### config.mk
export PLATFORM = sky130hd
export DESIGN_NAME = cfs_tx_ctrl_skid_flat
export DESIGN_NICKNAME = d
export VERILOG_FILES = /design/src/rtl/cfs_tx_ctrl_skid_if.sv /design/src/rtl/cfs_tx_ctrl_skid.sv /design/src/flat_wrapper.sv
export SDC_FILE = /design/constraint.sdc
export NUM_CORES = 1
export LEC_CHECK = 0
export ABC_AREA = 1
export ABC_CLOCK_PERIOD_IN_PS = 3200
export CELL_PAD_IN_SITES_DETAIL_PLACEMENT = 1
export CELL_PAD_IN_SITES_GLOBAL_PLACEMENT = 1
export CORE_MARGIN = 1
export CORE_UTILIZATION = 38
export CTS_BUF_LIST = sky130_fd_sc_hd__clkbuf_8
export DETAILED_ROUTE_END_ITERATION = 6
export GPL_TIMING_DRIVEN = 1
export PLACE_DENSITY_LB_ADDON = 0.1
export SYNTH_ARGS = -nofsm -noshare
export SYNTH_HDL_FRONTEND = slang
export SYNTH_SLANG_ARGS = --single-unit
### constraint.sdc
create_clock -name clk_i -period 3.2 [get_ports clk_i]
set_input_delay 0.32 -clock clk_i [delete_from_list [all_inputs] [get_ports clk_i]]
set_output_delay 0.32 -clock clk_i [all_outputs]
set_load 0.02 [all_outputs]
### src/rtl/cfs_tx_ctrl_skid_if.sv
// Handshake bundle between the TX FIFO pop port and the MD TX interface.
// The slave modport is the controller's view; master is the surrounding environment.
interface cfs_tx_ctrl_skid_if #(
    parameter int ALGN_DATA_WIDTH = 32
);
    localparam int ALGN_OFFSET_WIDTH = (ALGN_DATA_WIDTH <= 8) ? 1 : $clog2(ALGN_DATA_WIDTH / 8);
    localparam int ALGN_SIZE_WIDTH   = $clog2(ALGN_DATA_WIDTH / 8) + 1;
    localparam int FIFO_DATA_WIDTH   = ALGN_DATA_WIDTH + ALGN_OFFSET_WIDTH + ALGN_SIZE_WIDTH;

    logic                         pop_valid;
    logic [FIFO_DATA_WIDTH-1:0]   pop_data;
    logic                         pop_ready;
    logic                         md_tx_valid;
    logic [ALGN_DATA_WIDTH-1:0]   md_tx_data;
    logic [ALGN_OFFSET_WIDTH-1:0] md_tx_offset;
    logic [ALGN_SIZE_WIDTH-1:0]   md_tx_size;
    logic                         md_tx_ready;

    modport slave (
        input  pop_valid,
        input  pop_data,
        input  md_tx_ready,
        output pop_ready,
        output md_tx_valid,
        output md_tx_data,
        output md_tx_offset,
        output md_tx_size
    );

    modport master (
        output pop_valid,
        output pop_data,
        output md_tx_ready,
        input  pop_ready,
        input  md_tx_valid,
        input  md_tx_data,
        input  md_tx_offset,
        input  md_tx_size
    );
endinterface

### src/rtl/cfs_tx_ctrl_skid.sv
// Registered TX controller: 2-entry skid buffer between FIFO pop and MD TX,
// zero-size entry dropping, back-pressure stall flag and transfer counter.
//
// state    | meaning
// ---------+------------------------------------------------
// ST_EMPTY | no entry held, md_tx_valid low
// ST_ONE   | main register holds the head entry
// ST_TWO   | main holds head, skid holds next; pop_ready low
module cfs_tx_ctrl_skid #(
    parameter int ALGN_DATA_WIDTH = 32,
    parameter int STALL_THRESHOLD = 16,
    parameter int CNT_WIDTH       = 16
) (
    input  logic                 clk_i,
    input  logic                 reset_i,
    input  logic                 clr_cnt_i,
    cfs_tx_ctrl_skid_if.slave    bus_if,
    output logic                 md_tx_stall_o,
    output logic                 drop_pulse_o,
    output logic [CNT_WIDTH-1:0] tx_cnt_o
);
    localparam int ALGN_OFFSET_WIDTH = (ALGN_DATA_WIDTH <= 8) ? 1 : $clog2(ALGN_DATA_WIDTH / 8);
    localparam int ALGN_SIZE_WIDTH   = $clog2(ALGN_DATA_WIDTH / 8) + 1;
    localparam int FIFO_DATA_WIDTH   = ALGN_DATA_WIDTH + ALGN_OFFSET_WIDTH + ALGN_SIZE_WIDTH;
    localparam int STALL_CNT_WIDTH   = $clog2(STALL_THRESHOLD + 1);
    localparam logic [STALL_CNT_WIDTH-1:0] STALL_MAX = STALL_CNT_WIDTH'(STALL_THRESHOLD);

    typedef enum logic [1:0] {
        ST_EMPTY = 2'd0,
        ST_ONE   = 2'd1,
        ST_TWO   = 2'd2
    } state_e;

    state_e                       state_q, state_d;
    logic [FIFO_DATA_WIDTH-1:0]   main_q, main_d;
    logic [FIFO_DATA_WIDTH-1:0]   skid_q, skid_d;
    logic                         pop_ready_q, pop_ready_d;
    logic                         drop_q, drop_d;
    logic [STALL_CNT_WIDTH-1:0]   stall_cnt_q, stall_cnt_d;
    logic                         stall_q, stall_d;
    logic [CNT_WIDTH-1:0]         tx_cnt_q, tx_cnt_d;

    logic                         out_valid;
    logic                         push;
    logic                         pop;
    logic                         push_zero;
    logic                         push_store;
    logic [ALGN_SIZE_WIDTH-1:0]   push_size;

    assign out_valid  = (state_q != ST_EMPTY);
    assign push_size  = bus_if.pop_data[FIFO_DATA_WIDTH-1 -: ALGN_SIZE_WIDTH];
    assign push       = bus_if.pop_valid & pop_ready_q;
    assign pop        = out_valid & bus_if.md_tx_ready;
    assign push_zero  = push & (push_size == '0);
    assign push_store = push & ~push_zero;

    always_ff @(posedge clk_i or posedge reset_i) begin
        if (reset_i) begin
            state_q     <= ST_EMPTY;
            main_q      <= '0;
            skid_q      <= '0;
            pop_ready_q <= 1'b0;
            drop_q      <= 1'b0;
            stall_cnt_q <= '0;
            stall_q     <= 1'b0;
            tx_cnt_q    <= '0;
        end else begin
            state_q     <= state_d;
            main_q      <= main_d;
            skid_q      <= skid_d;
            pop_ready_q <= pop_ready_d;
            drop_q      <= drop_d;
            stall_cnt_q <= stall_cnt_d;
            stall_q     <= stall_d;
            tx_cnt_q    <= tx_cnt_d;
        end
    end

    // Zero-size pushes never reach the storage, so only push_store moves the FSM.
    always_comb begin
        state_d = state_q;
        main_d  = main_q;
        skid_d  = skid_q;
        case (state_q)
            ST_EMPTY: begin
                if (push_store) begin
                    state_d = ST_ONE;
                    main_d  = bus_if.pop_data;
                end
            end
            ST_ONE: begin
                if (push_store && pop) begin
                    main_d = bus_if.pop_data;
                end else if (push_store) begin
                    state_d = ST_TWO;
                    skid_d  = bus_if.pop_data;
                end else if (pop) begin
                    state_d = ST_EMPTY;
                end
            end
            ST_TWO: begin
                if (pop) begin
                    state_d = ST_ONE;
                    main_d  = skid_q;
                end
            end
            default: begin
                state_d = ST_EMPTY;
            end
        endcase
    end

    // pop_ready looks at the next occupancy only, keeping md_tx_ready off the pop path.
    always_comb begin
        pop_ready_d = (state_d != ST_TWO);
        drop_d      = push_zero;
    end

    always_comb begin
        stall_cnt_d = stall_cnt_q;
        if (!out_valid || pop) begin
            stall_cnt_d = '0;
        end else if (stall_cnt_q != STALL_MAX) begin
            stall_cnt_d = stall_cnt_q + 1'b1;
        end
        stall_d = (stall_cnt_d == STALL_MAX);
    end

    always_comb begin
        tx_cnt_d = tx_cnt_q;
        if (clr_cnt_i) begin
            tx_cnt_d = '0;
        end else if (pop) begin
            tx_cnt_d = tx_cnt_q + 1'b1;
        end
    end

    assign bus_if.pop_ready    = pop_ready_q;
    assign bus_if.md_tx_valid  = out_valid;
    assign bus_if.md_tx_data   = main_q[ALGN_DATA_WIDTH-1:0];
    assign bus_if.md_tx_offset = main_q[ALGN_DATA_WIDTH +: ALGN_OFFSET_WIDTH];
    assign bus_if.md_tx_size   = main_q[ALGN_DATA_WIDTH + ALGN_OFFSET_WIDTH +: ALGN_SIZE_WIDTH];
    assign md_tx_stall_o       = stall_q;
    assign drop_pulse_o        = drop_q;
    assign tx_cnt_o            = tx_cnt_q;
endmodule

### src/flat_wrapper.sv
// flat-port wrapper written by rule: the top's interface ports become plain ports
module cfs_tx_ctrl_skid_flat 
#(
    parameter int ALGN_DATA_WIDTH = 32,
    parameter int STALL_THRESHOLD = 16,
    parameter int CNT_WIDTH       = 16
)
  (clk_i, reset_i, clr_cnt_i, md_tx_stall_o, drop_pulse_o, tx_cnt_o, bus_if_pop_valid, bus_if_pop_data, bus_if_md_tx_ready, bus_if_pop_ready, bus_if_md_tx_valid, bus_if_md_tx_data, bus_if_md_tx_offset, bus_if_md_tx_size);
  cfs_tx_ctrl_skid_if #(.ALGN_DATA_WIDTH(ALGN_DATA_WIDTH)) bus_if_i ();
  input  logic clk_i;
  input  logic reset_i;
  input  logic clr_cnt_i;
  output logic md_tx_stall_o;
  output logic drop_pulse_o;
  output logic [CNT_WIDTH-1:0] tx_cnt_o;
  input wire logic [$bits(bus_if_i.pop_valid)-1:0] bus_if_pop_valid;
  input wire logic [$bits(bus_if_i.pop_data)-1:0] bus_if_pop_data;
  input wire logic [$bits(bus_if_i.md_tx_ready)-1:0] bus_if_md_tx_ready;
  output wire logic [$bits(bus_if_i.pop_ready)-1:0] bus_if_pop_ready;
  output wire logic [$bits(bus_if_i.md_tx_valid)-1:0] bus_if_md_tx_valid;
  output wire logic [$bits(bus_if_i.md_tx_data)-1:0] bus_if_md_tx_data;
  output wire logic [$bits(bus_if_i.md_tx_offset)-1:0] bus_if_md_tx_offset;
  output wire logic [$bits(bus_if_i.md_tx_size)-1:0] bus_if_md_tx_size;
  assign bus_if_i.pop_valid = bus_if_pop_valid;
  assign bus_if_i.pop_data = bus_if_pop_data;
  assign bus_if_i.md_tx_ready = bus_if_md_tx_ready;
  assign bus_if_pop_ready = bus_if_i.pop_ready;
  assign bus_if_md_tx_valid = bus_if_i.md_tx_valid;
  assign bus_if_md_tx_data = bus_if_i.md_tx_data;
  assign bus_if_md_tx_offset = bus_if_i.md_tx_offset;
  assign bus_if_md_tx_size = bus_if_i.md_tx_size;
  cfs_tx_ctrl_skid #(.ALGN_DATA_WIDTH(ALGN_DATA_WIDTH), .STALL_THRESHOLD(STALL_THRESHOLD), .CNT_WIDTH(CNT_WIDTH)) u_core (.clk_i(clk_i), .reset_i(reset_i), .clr_cnt_i(clr_cnt_i), .bus_if(bus_if_i), .md_tx_stall_o(md_tx_stall_o), .drop_pulse_o(drop_pulse_o), .tx_cnt_o(tx_cnt_o));
endmodule
==> reports/metrics.yaml <==
detailed_routing:
  vias: 4258
  drt-initial-drc-count: 196
  wl_mm: 12.71
  drc: 0
  dr.pass1.iters: 4
  avgViaCountPerCell: 4.883
  detail-route-antenna-nets: 0
  wl_per_cell_um: 14.57
yosys:
  synth_top_cell_area_share: 0.5233
  yosys_most_used_dff: "dfrtp_1"
  synth_cell_types: 27
  synthCells: 618
  synth.area.top_cells: "dfrtp_1 (52%), nand2_1 (17%), nand3_1 (9.2%)"
  yosysWarnings: 0
  synth.largest_area_cell: "dfrtp_1"
  syn_nets: 663
  ys_ff_latch: 100
  synth_enable_flop_cells: 0
  netlist_area_um2: 4782
  async_reset_ff_frac: 1.000
  avgSynthCellArea_um2: 7.738
  yosysSeqAreaShare: 0.5233
die:
  die_w_um: 114.2
  core_um2: 12160
  start_util: 0.3932
  rows: 40
  fp.dieH_um: 114.2
  dieArea_um2: 13040
  io-pin-count: 99
power_and_ir_drop:
  p_leak_nw: 3.086
  pwr_density_cell_nw_per_um2: 816.1
  p_clk_frac: 0.151
  combPwrFrac: 0.428
  ir_drop_uv: 364.7
  power.switching_mw: 2.056
  power_frac_seq: 0.421
  netSwitchingFraction: 0.4173
  p_int_mw: 2.871
cts:
  post_cts_buffers: 0
  h-tree-depth: 3
  numCtsBuffers: 9
  ctsHoldBuffers: 0
  clk_pin_slew_ns: 0.10
  clockBufferDepth: 2
  cts_resized: 0
  cts_sinks: 100
  clkLatencyLatePin_ns: 0.39
  cts_tree: "done"
  cts_root_buffer: "clkbuf_8"
setup_path:
  cp-start-kind: "flop"
  crit_arrival_ns: 2.23
  r2r-end: "u_core.state_q[0]$_DFF_PP0_"
  worstSetupPathType: "reg -> out"
  r2r_setup_slack_ns: 0.93
  slowest_delay_ns: 0.95
  reg2reg_depth: 5
  cpLargestDelayFamily: "flip-flops"
  timing.rr.start: "u_core.state_q[1]$_DFF_PP0_"
  crit_path_max_fanout: 40
  crit_buf_inv: 2
  end_kind: "output port"
  worstPathCellList: "nor2_2, inv_1, clkdlybuf4s50_1"
  crit_slowest_cell: "dfrtp_2"
  worstSetupPathDepth: 3
  cp.required_ns: 2.88
  crit_start: "u_core.state_q[1]$_DFF_PP0_"
global_route:
  antenna_found_initial: 0
  grt_overflow: 0
  track_usage: 0.2113
  grt_pass1_vias: 4448
  grt_pass1_wl_mm: 21.55
  grt_max_degree: 101
cells_and_area:
  layout-drive-gt1-share: 0.04688
  regArea_um2: 2504
  final_nets: 744
  multi_input_area_um2: 1873
  fill_cells: 1526
  syn_to_final_growth_pct: 26.24
  antenna_cells: 0
  final_area_um2: 6037
placed_design:
  placed_cell_area_um2: 5868
  pre_cts_ws_ns: 0.7670
  post-dp-hpwl_mm: 8.355
  port-buffer-count: 98
  place.gp.congestion: 0.7484
sta:
  fin_setup_tns_ns: 0
  drv_slew: 0
  rsz0062_at_grt: "no"
  period_minus_slack_ns: 2.545
  timing.final.crit_share: 0.7953
  clock.fmax_mhz: 392.9
  layout_setup_ws_ns: 0.6550
  final_hold_viol_count: 0
  slew_headroom: 0.4166
  fin_worst_skew_ns: 0.01047
  worstMarginPinSlew_ns: 0.8752
  setup_viol_count_final: 0
hold_path:
  hold_class: "in -> async"
status:
  status: "finished, final reports clean"
run:
  drv_cap: 0
per-layer routing:
metal,GRT usage,up-vias,wire length (µm)
met4,0.05368,0,149
met2,0.3584,76,6186
met5,0,-,0
met3,0.05082,10,441
li1,-,2097,-
met1,0.2711,2075,5927
sequential cells by signal, summed over array words and instances (netlist names):
signal,count
u_core.tx_cnt_o,16
u_core.state_q,2
u_core.main_q,37
u_core.stall_cnt_q,5
u_core.skid_q,37
u_core.md_tx_stall_o,1
u_core.bus_if.pop_ready,1
u_core.drop_pulse_o,1
per-stage QoR:
step,util,power (mW),instances,hold WS [ns]
finish,0.4964,4.927,872,0.3731
global route,0.4964,5.315,872,0.4573
detailed placement,0.4825,4.244,856,0.4589
global placement,0.4825,4.144,856,0.4550
floorplan,-,3.369,618,0.3864
CTS,0.4964,5.005,872,0.4441
synthesized netlist by cell type (5+ instances only):
library cell and instances:
o21ai_0 11, nor2_1 32, buf_4 7, nor3_1 5, clkbuf_1 6, inv_1 66
a21oi_1 9, o21ai_1 34, nand2_1 217, nand3_1 88, buf_2 16, dfrtp_1 100
layout by cell type, fill, tap and decap left out, drive strengths merged, types with 2 or more instances in the layout:
cell / synthesis / routed
clkinv: 0 / 4
clkdlybuf4s50: 0 / 98
buf: 26 / 4
xor2: 2 / 2
nor3: 5 / 5
o21ai: 47 / 47
nand3: 88 / 88
a21oi: 9 / 9
inv: 68 / 69
nand4: 4 / 4
dfrtp: 100 / 100
clkbuf: 6 / 10
nand2: 219 / 219
nor2: 36 / 36
ha: 3 / 3
power by group through the flow:
stage	clock, mW	combinational [mW]	sequential [mW]
3_5_place_dp	0	2.15	2.10
3_3_place_gp	0	2.07	2.07
4_1_cts	0.768	2.16	2.08
2_1_floorplan	0	1.09	2.28
5_1_grt	0.820	2.36	2.14
6_report	0.742	2.11	2.07
logic make-up (layout without fill, tap and decap cells):
group,count (synthesis),after routing,synth area share
flip-flops,100,100,0.5233
AND/OR/NAND/NOR,354,354,0.3087
AO/OA/AOI/OAI,58,58,0.06489
XOR/XNOR,3,3,0.005496
adder cells (fa/ha/maj),3,3,0.007850
buffers and inverters,100,186,0.08975
area by class of cell:
class / count / share of cell area
clock buffer: 10 / 0.02280
clock inverter: 6 / 0.005181
inverter: 68 / 0.04269
multi-input combinational: 418 / 0.3103
sequential: 100 / 0.4147
tap: 168 / 0.03482
timing repair buffer: 102 / 0.1695
how the worst max path moves through the flow:
| stage | to |
|---|---|
| after floorplan | u_core.bus_if.pop_ready$_DFF_PP0_ |
| after global placement | u_core.bus_if.pop_ready$_DFF_PP0_ |
| after detailed placement | u_core.bus_if.pop_ready$_DFF_PP0_ |
| after CTS | bus_if_md_tx_valid |
| after global routing | bus_if_md_tx_valid |
| final | bus_if_md_tx_valid |
tightest hold or removal path, cell delays in order:
cell	delay (ns)
clkdlybuf4s50_1	0.44
inv_4	0.07
buf_12	0.36
(Power assumes the default switching activity.)
